File: config.mk
export PLATFORM = sky130hd
export DESIGN_NAME = sync_fifo_prog
export DESIGN_NICKNAME = d
export VERILOG_FILES = /design/src/rtl/fifo_pkg.sv /design/src/rtl/fifo_mem_sp.sv /design/src/rtl/sync_fifo_prog.sv
export SDC_FILE = /design/constraint.sdc
export NUM_CORES = 1
export LEC_CHECK = 0
export CORE_MARGIN = 2
export CORE_UTILIZATION = 60
export CTS_BUF_LIST = sky130_fd_sc_hd__clkbuf_4 sky130_fd_sc_hd__clkbuf_8 sky130_fd_sc_hd__clkbuf_16
export DETAILED_ROUTE_END_ITERATION = 10
export GPL_TIMING_DRIVEN = 0
export PLACE_DENSITY = 0.87
export SYNTH_ARGS = -nofsm -noshare
export SYNTH_HDL_FRONTEND = slang
export SYNTH_SLANG_ARGS = --single-unit
File: constraint.sdc
create_clock -name CLK -period 4.8 [get_ports CLK]
set_clock_uncertainty 0.1 [all_clocks]
set_input_delay 1.44 -clock CLK [delete_from_list [all_inputs] [get_ports CLK]]
set_output_delay 1.44 -clock CLK [all_outputs]
set_load 0.01 [all_outputs]
File: src/rtl/fifo_pkg.sv
// Shared definitions for the FIFO family: depth/pointer sizing, flag bundle
// and read-mode selectors.
package fifo_pkg;

    localparam int FIFO_STD  = 0;
    localparam int FIFO_FWFT = 1;

    function automatic int fifo_depth(input int a_size);
        return 1 << a_size;
    endfunction

    // Pointers carry one extra wrap bit above the memory index.
    function automatic int fifo_ptr_width(input int a_size);
        return a_size + 1;
    endfunction

    typedef struct packed {
        logic full;
        logic empty;
        logic almost_full;
        logic almost_empty;
    } fifo_flags_t;

endpackage

File: src/rtl/fifo_mem_sp.sv
// Register-file storage: registered write port, asynchronous read port.
// Contents are deliberately not reset.
module fifo_mem_sp #(
    parameter int D_SIZE = 8,
    parameter int A_SIZE = 3
) (
    input  logic              CLK,
    input  logic              WE,
    input  logic [A_SIZE-1:0] WADDR,
    input  logic [D_SIZE-1:0] WDATA,
    input  logic [A_SIZE-1:0] RADDR,
    output logic [D_SIZE-1:0] RDATA
);

    logic [D_SIZE-1:0] mem [2**A_SIZE];

    always_ff @(posedge CLK) begin
        if (WE) begin
            mem[WADDR] <= WDATA;
        end
    end

    assign RDATA = mem[RADDR];

endmodule

File: src/rtl/sync_fifo_prog.sv
// Single-clock FIFO with occupancy count, threshold flags, sticky error flags
// and a selectable standard / first-word-fall-through read port.
module sync_fifo_prog
    import fifo_pkg::*;
#(
    parameter int D_SIZE   = 8,
    parameter int A_SIZE   = 3,
    parameter int AF_LEVEL = 6,
    parameter int AE_LEVEL = 1,
    parameter int FWFT     = 0
) (
    input  logic              CLK,
    input  logic              RST,
    input  logic              W_INC,
    input  logic [D_SIZE-1:0] WR_DATA,
    input  logic              R_INC,
    input  logic              CLR_ERR,
    output logic [D_SIZE-1:0] RD_DATA,
    output logic              RD_VALID,
    output logic              FULL,
    output logic              EMPTY,
    output logic              ALMOST_FULL,
    output logic              ALMOST_EMPTY,
    output logic [A_SIZE:0]   COUNT,
    output logic              OVERFLOW,
    output logic              UNDERFLOW
);

    localparam int PW = fifo_ptr_width(A_SIZE);
    localparam logic [PW-1:0] DEPTH_CNT = PW'(fifo_depth(A_SIZE));
    localparam logic [PW-1:0] AF_CNT    = PW'(AF_LEVEL);
    localparam logic [PW-1:0] AE_CNT    = PW'(AE_LEVEL);

    logic [PW-1:0]     wr_ptr;
    logic [PW-1:0]     rd_ptr;
    logic [PW-1:0]     count_q;
    logic              overflow_q;
    logic              underflow_q;
    logic              wr_acc;
    logic              rd_acc;
    logic [D_SIZE-1:0] mem_rdata;
    fifo_flags_t       flags;

    // Flags decode only the registered count, so they never glitch.
    assign flags.full         = (count_q == DEPTH_CNT);
    assign flags.empty        = (count_q == '0);
    assign flags.almost_full  = (count_q >= AF_CNT);
    assign flags.almost_empty = (count_q <= AE_CNT);

    // No bypass: a full FIFO rejects writes even when a read is accepted.
    assign wr_acc = W_INC && !flags.full;
    assign rd_acc = R_INC && !flags.empty;

    always_ff @(posedge CLK) begin
        if (RST) begin
            wr_ptr      <= '0;
            rd_ptr      <= '0;
            count_q     <= '0;
            overflow_q  <= 1'b0;
            underflow_q <= 1'b0;
        end else begin
            if (wr_acc) begin
                wr_ptr <= wr_ptr + 1'b1;
            end
            if (rd_acc) begin
                rd_ptr <= rd_ptr + 1'b1;
            end
            if (wr_acc && !rd_acc) begin
                count_q <= count_q + 1'b1;
            end else if (rd_acc && !wr_acc) begin
                count_q <= count_q - 1'b1;
            end
            // Set beats clear when both happen in the same cycle.
            if (W_INC && flags.full) begin
                overflow_q <= 1'b1;
            end else if (CLR_ERR) begin
                overflow_q <= 1'b0;
            end
            if (R_INC && flags.empty) begin
                underflow_q <= 1'b1;
            end else if (CLR_ERR) begin
                underflow_q <= 1'b0;
            end
        end
    end

    // The pointer distance must always agree with the tracked occupancy.
    always_ff @(posedge CLK) begin
        if (!RST) begin
            assert (count_q == PW'(wr_ptr - rd_ptr));
        end
    end

    fifo_mem_sp #(
        .D_SIZE(D_SIZE),
        .A_SIZE(A_SIZE)
    ) u_mem (
        .CLK  (CLK),
        .WE   (wr_acc),
        .WADDR(wr_ptr[A_SIZE-1:0]),
        .WDATA(WR_DATA),
        .RADDR(rd_ptr[A_SIZE-1:0]),
        .RDATA(mem_rdata)
    );

    generate
        if (FWFT == FIFO_STD) begin : g_std
            logic [D_SIZE-1:0] rd_data_q;
            logic              rd_valid_q;

            always_ff @(posedge CLK) begin
                if (RST) begin
                    rd_data_q  <= '0;
                    rd_valid_q <= 1'b0;
                end else begin
                    rd_valid_q <= rd_acc;
                    if (rd_acc) begin
                        rd_data_q <= mem_rdata;
                    end
                end
            end

            assign RD_DATA  = rd_data_q;
            assign RD_VALID = rd_valid_q;
        end else begin : g_fwft
            // Head word is shown before the pop; R_INC consumes it.
            assign RD_DATA  = mem_rdata;
            assign RD_VALID = !flags.empty;
        end
    endgenerate

    assign FULL         = flags.full;
    assign EMPTY        = flags.empty;
    assign ALMOST_FULL  = flags.almost_full;
    assign ALMOST_EMPTY = flags.almost_empty;
    assign COUNT        = count_q;
    assign OVERFLOW     = overflow_q;
    assign UNDERFLOW    = underflow_q;

endmodule
; Word level (Yosys, flattened, before mapping)
; Memories as Yosys holds them, arrays and structs flattened. A register that Yosys moved wholly into a read port is not among the register bits.
; Index checks and enable logic that the tools add are counted.
[totals]
register_bits = 15
latch_bits = 0
ramBits = 64
romBits = 0
in_bits = 13
output_inout_bits = 19
elab_cells = 35
mem_count = 1
[memory_table]
columns = memory, depth, width, read_ports, rd_clocked_by_memory_dff, wr, line_no
row1 = u_mem.mem, 8, 8, 1, 1, 1, fifo_mem_sp.sv:15  ; logic [D_SIZE-1:0] mem [2**A_SIZE];
[op_classes]
addsub = 4
mul = 0
n_div = 0
n_lt_le_gt_ge = 2
eq_ne = 1
n_shift = 0
mux = 7
bitwise = 0
reduce_logical = 14
[ops]
columns = op, n
row1 = $add A4 B1 Y4 const B, 3
row2 = $mux W4, 2
row3 = $logic_and A1 B1 Y1, 6
row4 = $reduce_bool A2 Y1, 3
row5 = $mux W1, 5
row6 = $eq A4 B4 Y1 const B, 1
row7 = $ge A4 B3 Y1 const B, 1
row8 = $le A4 B1 Y1 const B, 1
row9 = $logic_not A1 Y1, 4
row10 = $logic_not A4 Y1, 1
row11 = $sub A4 B1 Y4 const B, 1

; Logic depth before layout (Yosys ltp)
; Gate-level depths: netlist of run 1.
[logic_depth]
depth_word = 7
mapped_depth = 10

; Modules after synthesis
; Synthesis of run 1 repeated with hierarchy kept, for this count alone.
[unflattened]
hier_cells = 220
area_unflattened_um2 = 3507.1
[by_module_without_submodules]
columns = module, instances, cells_each, area_per_inst_um2
row1 = fifo_mem_sp, 1, 106, 2531.2
row2 = sync_fifo_prog, 1, 114, 975.9

; Worst setup path before layout of run 1
; Ideal clock, no wire load.
[synth_timing]
path_kind = input-to-reg
start = input W_INC
end = memory u_mem.mem[0][0] (enable)
setup_ps = 383
arrival_ps = 2435
setup_slack_ps = 1882
path_stages = 3
n_path_buf = 0
path_cell_list = nand2_1 > or2_2 > nor3_1
[synth_between]
elab_chain_len = 3
[synth_rtl]
columns = element, line_no
row1 = start: declaration, sync_fifo_prog.sv:14  ; input logic W_INC,
row2 = $logic_and A1 B1 Y1, sync_fifo_prog.sv:51  ; assign wr_acc = W_INC && !flags.full;
row3 = $mux W1, fifo_mem_sp.sv:18  ; if (WE) begin
row4 = $mux W1 (implied by the code), fifo_mem_sp.sv:19  ; mem[WADDR] <= WDATA;
row5 = end: declaration, fifo_mem_sp.sv:15
; No other way between the ends.

; Worst setup path after layout of run 1
[layout_timing]
start = register count_q[1] (netlist: COUNT[1])
end = output EMPTY
[layout_between]
elab_chain_len = 1
[layout_rtl]
columns = element, line_no
row1 = start: declaration, sync_fifo_prog.sv:36  ; logic [PW-1:0] count_q;
row2 = start signal: assignment, sync_fifo_prog.sv:69  ; count_q <= count_q + 1'b1;
row3 = start signal: assignment, sync_fifo_prog.sv:71  ; count_q <= count_q - 1'b1;
row4 = $logic_not A4 Y1, sync_fifo_prog.sv:46  ; assign flags.empty = (count_q == '0);
row5 = end: declaration, sync_fifo_prog.sv:21  ; output logic EMPTY,
; No other way between the ends.

==> results of run 1 <==
-- flip-flops by register name, indices dropped and copies added, names as in the netlist --
name / cells
wr_ptr: 3
RD_VALID: 1
UNDERFLOW: 1
COUNT: 4
rd_ptr: 3
u_mem.mem: 64
OVERFLOW: 1
RD_DATA: 8
-- cells by family after synthesis --
kind of cell             after synthesis
AO/OA/AOI/OAI                         35
multiplexers                          33
XOR/XNOR                               6
buffers and inverters                 13
adder cells (fa/ha/maj)                8
flip-flops                            85
AND/OR/NAND/NOR                       46
-- layout make-up --
| class | count | area, µm² | share of cell area [%] |
|---|---|---|---|
| buffer | 8 | 42.5 | 1.07 |
| clock buffer | 13 | 154 | 3.88 |
| clock inverter | 3 | 12.5 | 0.315 |
| inverter | 5 | 18.8 | 0.473 |
| multi-input combinational | 128 | 998 | 25.2 |
| sequential | 85 | 2340 | 59.0 |
| tap | 72 | 90.1 | 2.27 |
| timing repair buffer | 31 | 310 | 7.82 |
-- report_power, final --
group,leakage (nW),switching [W],internal (W),total [W]
registers,0.753,0.0000518,0.000867,0.000919
logic,0.516,0.000318,0.000307,0.000625
clock network,0.0902,0.000220,0.000207,0.000427
-- worst min path at each step --
stage | start | endpoint | slack [ps] | depth (start not counted)
floorplan | wr_ptr[0]$_SDFFE_PP0P_ | wr_ptr[0]$_SDFFE_PP0P_ | 360 | 2
global placement | RD_DATA[1]$_SDFFE_PP0P_ | RD_DATA[1]$_SDFFE_PP0P_ | 350 | 1
detailed placement | RD_DATA[2]$_SDFFE_PP0P_ | RD_DATA[2]$_SDFFE_PP0P_ | 360 | 1
CTS | RD_DATA[1]$_SDFFE_PP0P_ | RD_DATA[1]$_SDFFE_PP0P_ | 380 | 1
global route | RD_DATA[1]$_SDFFE_PP0P_ | RD_DATA[1]$_SDFFE_PP0P_ | 390 | 1
finish | RD_DATA[3]$_SDFFE_PP0P_ | RD_DATA[3]$_SDFFE_PP0P_ | 370 | 1
-- cell usage after synthesis, drive strengths merged --
library cell | number | area share [%]
and2 | 1 | 0.18
nand3 | 5 | 0.74
xnor2 | 1 | 0.26
or3b | 1 | 0.33
mux2i | 33 | 9.7
nand2 | 6 | 0.89
nor2 | 18 | 2.1
nor3 | 3 | 0.44
o21ai | 2 | 0.30
or2 | 1 | 0.18
or4 | 1 | 0.22
buf | 7 | 1.1
inv | 5 | 0.55
nand4 | 1 | 0.18
or3 | 1 | 0.18
a32o | 8 | 2.4
clkbuf | 1 | 0.11
xor2 | 5 | 1.3
dfxtp | 21 | 12
a21oi | 9 | 1.8
nor2b | 4 | 0.74
edfxtp | 64 | 57
ha | 8 | 3.0
nand2b | 3 | 0.55
nand3b | 1 | 0.22
a22oi | 16 | 3.5
-- routing by layer --
metal / track usage (%) / vias up / routed length [µm] / share of wire (%)
met1: 26.3 / 953 / 2550 / 40
met2: 38.7 / 53 / 3360 / 53
met3: 5.11 / 11 / 338 / 5.3
met5: 0 / - / 0 / 0
met4: 11.6 / 0 / 133 / 2.1
li1: - / 947 / - / -
-- through the flow --
stage | power, W | cells | hold slack (ps) | worst slack, ps
after floorplan | 0.00133 | 226 | 362 | 1880
after global placement | 0.00154 | 329 | 347 | 778
after detailed placement | 0.00156 | 329 | 360 | 691
after CTS | 0.00198 | 345 | 378 | 1050
after global routing | 0.00207 | 345 | 394 | 1060
final | 0.00197 | 345 | 374 | 1160
==> results.md, run 1 <==
* Setup Fix Bufs, Post-CTS at 0
* Post-synthesis mux area share at 9.74%
* DR vias/cell at 5.69
* WP depth at 5
* Syn-to-layout area delta at 17.0%
* Final Max Slew Viols at 0
* Setup Viol. Count Final at 0
* Worst reg2reg path depth at 6
* Vias in the first global route at 1941
* Fin crit period at 3640 ps
* Initial Utilization at 62.0%
* Slowest cell delay on critical path at 540 ps
* Initial DRC count at 157
* # IOs at 32
* Post-route antenna net violation count at 0
* Crit start category: register
* WS Path Type: reg2out
* Maximum buffer depth of the clock tree at 2
* CTS resizes at 0
* Fin. Hold Viols at 0
* Final Routed Wirelength at 6.38 mm
* Cell variety after synth at 32
* Reg2reg setup slack at 2120 ps
* Congestion Overflow GR at 0
* Simple-Gate Fraction of Synth Area at 6.93%
* Clk Latency, worst-skew pair at 350 ps
* Root buffer cell: clkbuf_8
* CTS sink cnt at 85
* CP max-delay cell: clkdlybuf4s50_1
* Die height at 79.2 µm
* Placed inst area at 3790 µm²
* Max-Cap Viols at 0
* Worst Setup EP: EMPTY
* Final nets at 289
* Seq/Total Area, Yosys at 69.1%
* Num CTS Buffers at 9
* Initial antenna violation count at 0
* Largest family of logic cells by synthesized area: multiplexers
* Status: completed
* Synth Cell Area at 3390 µm²
* Via count at 1964
* XOR/XNOR Fraction of Synth Area at 1.55%
* Synth warnings at 0
* Setup tns final at 0 ps
* Adder-cell share of the synthesized area at 2.95%
* Ant. Diodes at 0
* DR pass1 iterations at 4
* Crit path launch: COUNT[1]$_SDFFE_PP0P_
* Average size of a mapped cell at 15.0 µm²
* Most common cell after layout, fill and taps aside: edfxtp_1
* Synthesized Nets at 247
* Share of layout cells above drive strength 1 at 9.52%
* Mapped Cells at 226
* Reg clk slew, reported paths at 70 ps
* Cell Chain, Critical Path: inv_1, ha_1, or3b_4, inv_1, clkdlybuf4s50_1
* Worst-Margin Slew at 901 ps
* Cts-stage hold buffer count at 0
* VDD IR-drop max at 0.000360 V
* Crit Reg-Reg Endpoint: u_mem.mem[2][1]$_DFFE_PP_
* DP HPWL at 3.99 mm
* CP Buf/Inv Count at 3
* Most frequent cells in the layout: edfxtp_1, mux2i_1, clkdlybuf4s50_1, dfxtp_1, nor2_1
* Width of the die at 79.2 µm
* Yosys reg bits at 85
* Post-route cell area at 3970 µm²
* Pin count of the biggest net entering global routing at 13
* Req. time, crit path at 3260 ps
* GPL Wtd Cong at 0.753
* P per Cell Area at 497 nW/µm²
* Maximum clock rate at 0.275 GHz
* WP data arrival at 2100 ps
* Worst setup EP type: output port
* Layout Utilization at 72.5%
* FF-to-FF Start: COUNT[1]$_SDFFE_PP0P_
* Fin crit share at 75.9%
* Post-detailed-route wirelength per cell at 18.5 µm
* CTS tree: done
* Slew Limit Headroom at 39.7%
* Cell family with most CP delay: buffers and inverters
* Crit path max fanout at 8
* Total GRT Usage at 22.5%
* Hold crit path type: reg2reg
* Unrepaired setup endpoints after global routing: false
* Filler cells at 373
* Core area at 5470 µm²
* Synth Area in Compound Gates at 7.97%
* Most frequent CP cell: inv_1
* Die area at 6270 µm²
* DRC at 0
* # H-tree levels at 3
* Row count at 27
* Count of buffers from port buffering at 31
* First-pass GRT wire length at 9.92 mm
* Pleak at 1.36 nW
No activity file was read; power rests on OpenSTA's default activity.
==> inputs of run 2 (changes only) <==
Settings changed: CORE_UTILIZATION 60 to 51, PLACE_DENSITY 0.87 to 0.79.
Clock period 4.8 ns to 3.27 ns, I/O delays scaled along.
==> run 2 against run 1 <==
Non-clock buffer count unchanged. Sequential cell count unchanged. Count of clock-buffer cells in the layout is 3 lower. Die area up 17%. Combinational power is 48% higher. Design area rose by 2.1%. Setup slack got worse by 1100 ps. Core utilization down 9.0 points. Sequential power rose by 47%. Critical endpoint unchanged.
==> results.md, run 2 (synthesis gave the netlist of run 1 again) <==
* Status: completed (unchanged)
* CTS tree: done (unchanged)
* Post-detailed-route wirelength per cell at 19.8 µm (was 18.5 µm)
* Max-Cap Viols at 0 (unchanged)
* Placed inst area at 3800 µm² (was 3790 µm²)
* First-pass GRT wire length at 10.5 mm (was 9.92 mm)
* Worst setup EP type: output port (unchanged)
* Unrepaired setup endpoints after global routing: false (unchanged)
* # IOs at 32 (unchanged)
* DP HPWL at 4.38 mm (was 3.99 mm)
* Req. time, crit path at 2190 ps (was 3260 ps)
* Worst Setup EP: EMPTY (unchanged)
* Total GRT Usage at 20.1% (was 22.5%)
* Top reg by flops: u_mem.mem (unchanged)
* WP data arrival at 2100 ps (about the same)
* Num CTS Buffers at 9 (unchanged)
* Final worst slack at 92.9 ps (was 1160 ps)
* Slew Limit Headroom at 35.4% (was 39.7%)
* Crit path launch: COUNT[0]$_SDFFE_PP0P_ (was COUNT[1]$_SDFFE_PP0P_)
* Filler cells at 482 (was 373)
* Initial DRC count at 149 (was 157)
* Fin crit period at 3180 ps
* Die height at 85.6 µm (was 79.2 µm)
* Vias in the first global route at 1998 (was 1941)
* Final Max Slew Viols at 0 (unchanged)
* DR pass1 iterations at 4 (unchanged)
* Crit Reg-Reg Endpoint: u_mem.mem[4][2]$_DFFE_PP_ (was u_mem.mem[2][1]$_DFFE_PP_)
* Clk Latency, worst-skew pair at 360 ps (was 350 ps)
* Fin. Hold Viols at 0 (unchanged)
* Layout Utilization at 63.5% (was 72.5%)
* Setup Fix Bufs, Post-CTS at 0 (unchanged)
* Crit path max fanout at 7 (was 8)
* DR vias/cell at 5.77 (was 5.69)
* FF+latch area at 2340 µm² (about the same)
* Pin count of the biggest net entering global routing at 15 (was 13)
* Initial Utilization at 53.1% (was 62.0%)
* DRC at 0 (unchanged)
* Width of the die at 85.6 µm (was 79.2 µm)
* Post-route antenna net violation count at 0 (unchanged)
* # H-tree levels at 3 (unchanged)
* Most frequent cells in the layout: edfxtp_1, mux2i_1, clkdlybuf4s50_1, dfxtp_1, nor2_1 (unchanged)
* Maximum clock rate at 0.315 GHz
* Count of buffers from port buffering at 31 (unchanged)
* Final nets at 289 (unchanged)
* Congestion Overflow GR at 0 (unchanged)
* VDD IR-drop max at 0.000482 V (was 0.000360 V)
* Reg2reg setup slack at 660 ps (was 2120 ps)
* Row count at 29 (was 27)
* Post-route cell area at 4050 µm² (was 3970 µm²)
* Cts-stage hold buffer count at 0 (unchanged)
* Max reg flops at 64 (unchanged)
* Core area at 6390 µm² (was 5470 µm²)
* Place WS at -389 ps (was 691 ps)
* Syn-to-layout area delta at 19.5% (was 17.0%)
* Die area at 7320 µm² (was 6270 µm²)
* FF-to-FF Start: COUNT[0]$_SDFFE_PP0P_ (was COUNT[1]$_SDFFE_PP0P_)
* CTS sink cnt at 85 (unchanged)
* Share of layout cells above drive strength 1 at 11.0% (was 9.52%)
* Hold_sp: RD_DATA[3]$_SDFFE_PP0P_ (unchanged)
* GPL Wtd Cong at 0.723 (was 0.753)
* Pleak at 1.39 nW (was 1.36 nW)
* Worst-Margin Slew at 966 ps (was 901 ps)
* Final Routed Wirelength at 6.94 mm (was 6.38 mm)
* Hold crit path type: reg2reg (unchanged)
* WS Path Type: reg2out (unchanged)
* Setup Viol. Count Final at 0 (unchanged)
* Via count at 2020 (was 1964)
* Worst reg2reg path depth at 6 (unchanged)
* P per Cell Area at 783 nW/µm² (was 497 nW/µm²)
* Ant. Diodes at 0 (unchanged)
* Root buffer cell: clkbuf_8 (unchanged)
* Crit start category: register (unchanged)
* Fin crit share at 97.2%
* Initial antenna violation count at 0 (unchanged)
* Reg clk slew, reported paths at 80 ps (was 70 ps)
* Maximum buffer depth of the clock tree at 2 (unchanged)
* Most common cell after layout, fill and taps aside: edfxtp_1 (unchanged)
* Multi-input logic area at 998 µm² (unchanged)
==> run 2: changes by cell type in the layout (fill, tap and decap cells not counted), sizes merged <==
| cell | delta |
|---|---|
| bufinv | +3 |
| clkbuf | -3 |
| clkinv | -1 |
| clkinvlp | +1 |
==> run 2: timing repair <==
action,in CTS,in global routing
pin swaps,0,0
setup endpoints to repair,8,1
resized for setup,1,2
==> run 2: worst min path at each step <==
stage	cells past startpoint	end	slack (ps)
2_1_floorplan	2	wr_ptr[0]$_SDFFE_PP0P_	360
3_3_place_gp	1	RD_DATA[7]$_SDFFE_PP0P_	360
3_5_place_dp	1	RD_DATA[5]$_SDFFE_PP0P_	360
4_1_cts	1	RD_DATA[5]$_SDFFE_PP0P_	380
5_1_grt	1	RD_DATA[7]$_SDFFE_PP0P_	400
6_report	1	RD_DATA[3]$_SDFFE_PP0P_	380
==> run 2: cell type report <==
type                            count  share of cell area [%]
Multi-Input combinational cell    128                    24.6
Tap cell                           77                    2.38
Inverter                            5                   0.463
Buffer                              8                    1.05
Sequential cell                    85                    57.8
Clock buffer                       10                    3.24
Timing Repair Buffer               31                    7.65
Clock inverter                      6                    2.75
==> run 2: critical path, stage by stage (launching register included) <==
cell             delay (ps)
dfxtp_2                 360
inv_1                   110
ha_1                    190
or3b_4                  450
inv_1                    90
clkdlybuf4s50_1         530
==> run 2: power by group <==
part	internal (W)	leakage, nW	switching [W]
Clock	0.000516	0.120	0.000377
Sequential	0.00127	0.754	0.0000779
Combinational	0.000451	0.516	0.000476
==> run 2: through the flow <==
step | instances | hold WS, ps | total power, W | setup TNS [ps]
2_1_floorplan | 226 | 362 | 0.00195 | 0
3_3_place_gp | 334 | 356 | 0.00227 | -2300
3_5_place_dp | 334 | 363 | 0.00230 | -3640
4_1_cts | 350 | 383 | 0.00318 | 0
5_1_grt | 350 | 399 | 0.00332 | 0
6_report | 350 | 380 | 0.00317 | 0
==> run 2: routing by layer <==
metal / wire length, µm / GRT usage, %
met1: 3030 / 25.3
met2: 3460 / 32.7
met3: 317 / 5.10
met4: 134 / 9.38
met5: 0 / 0
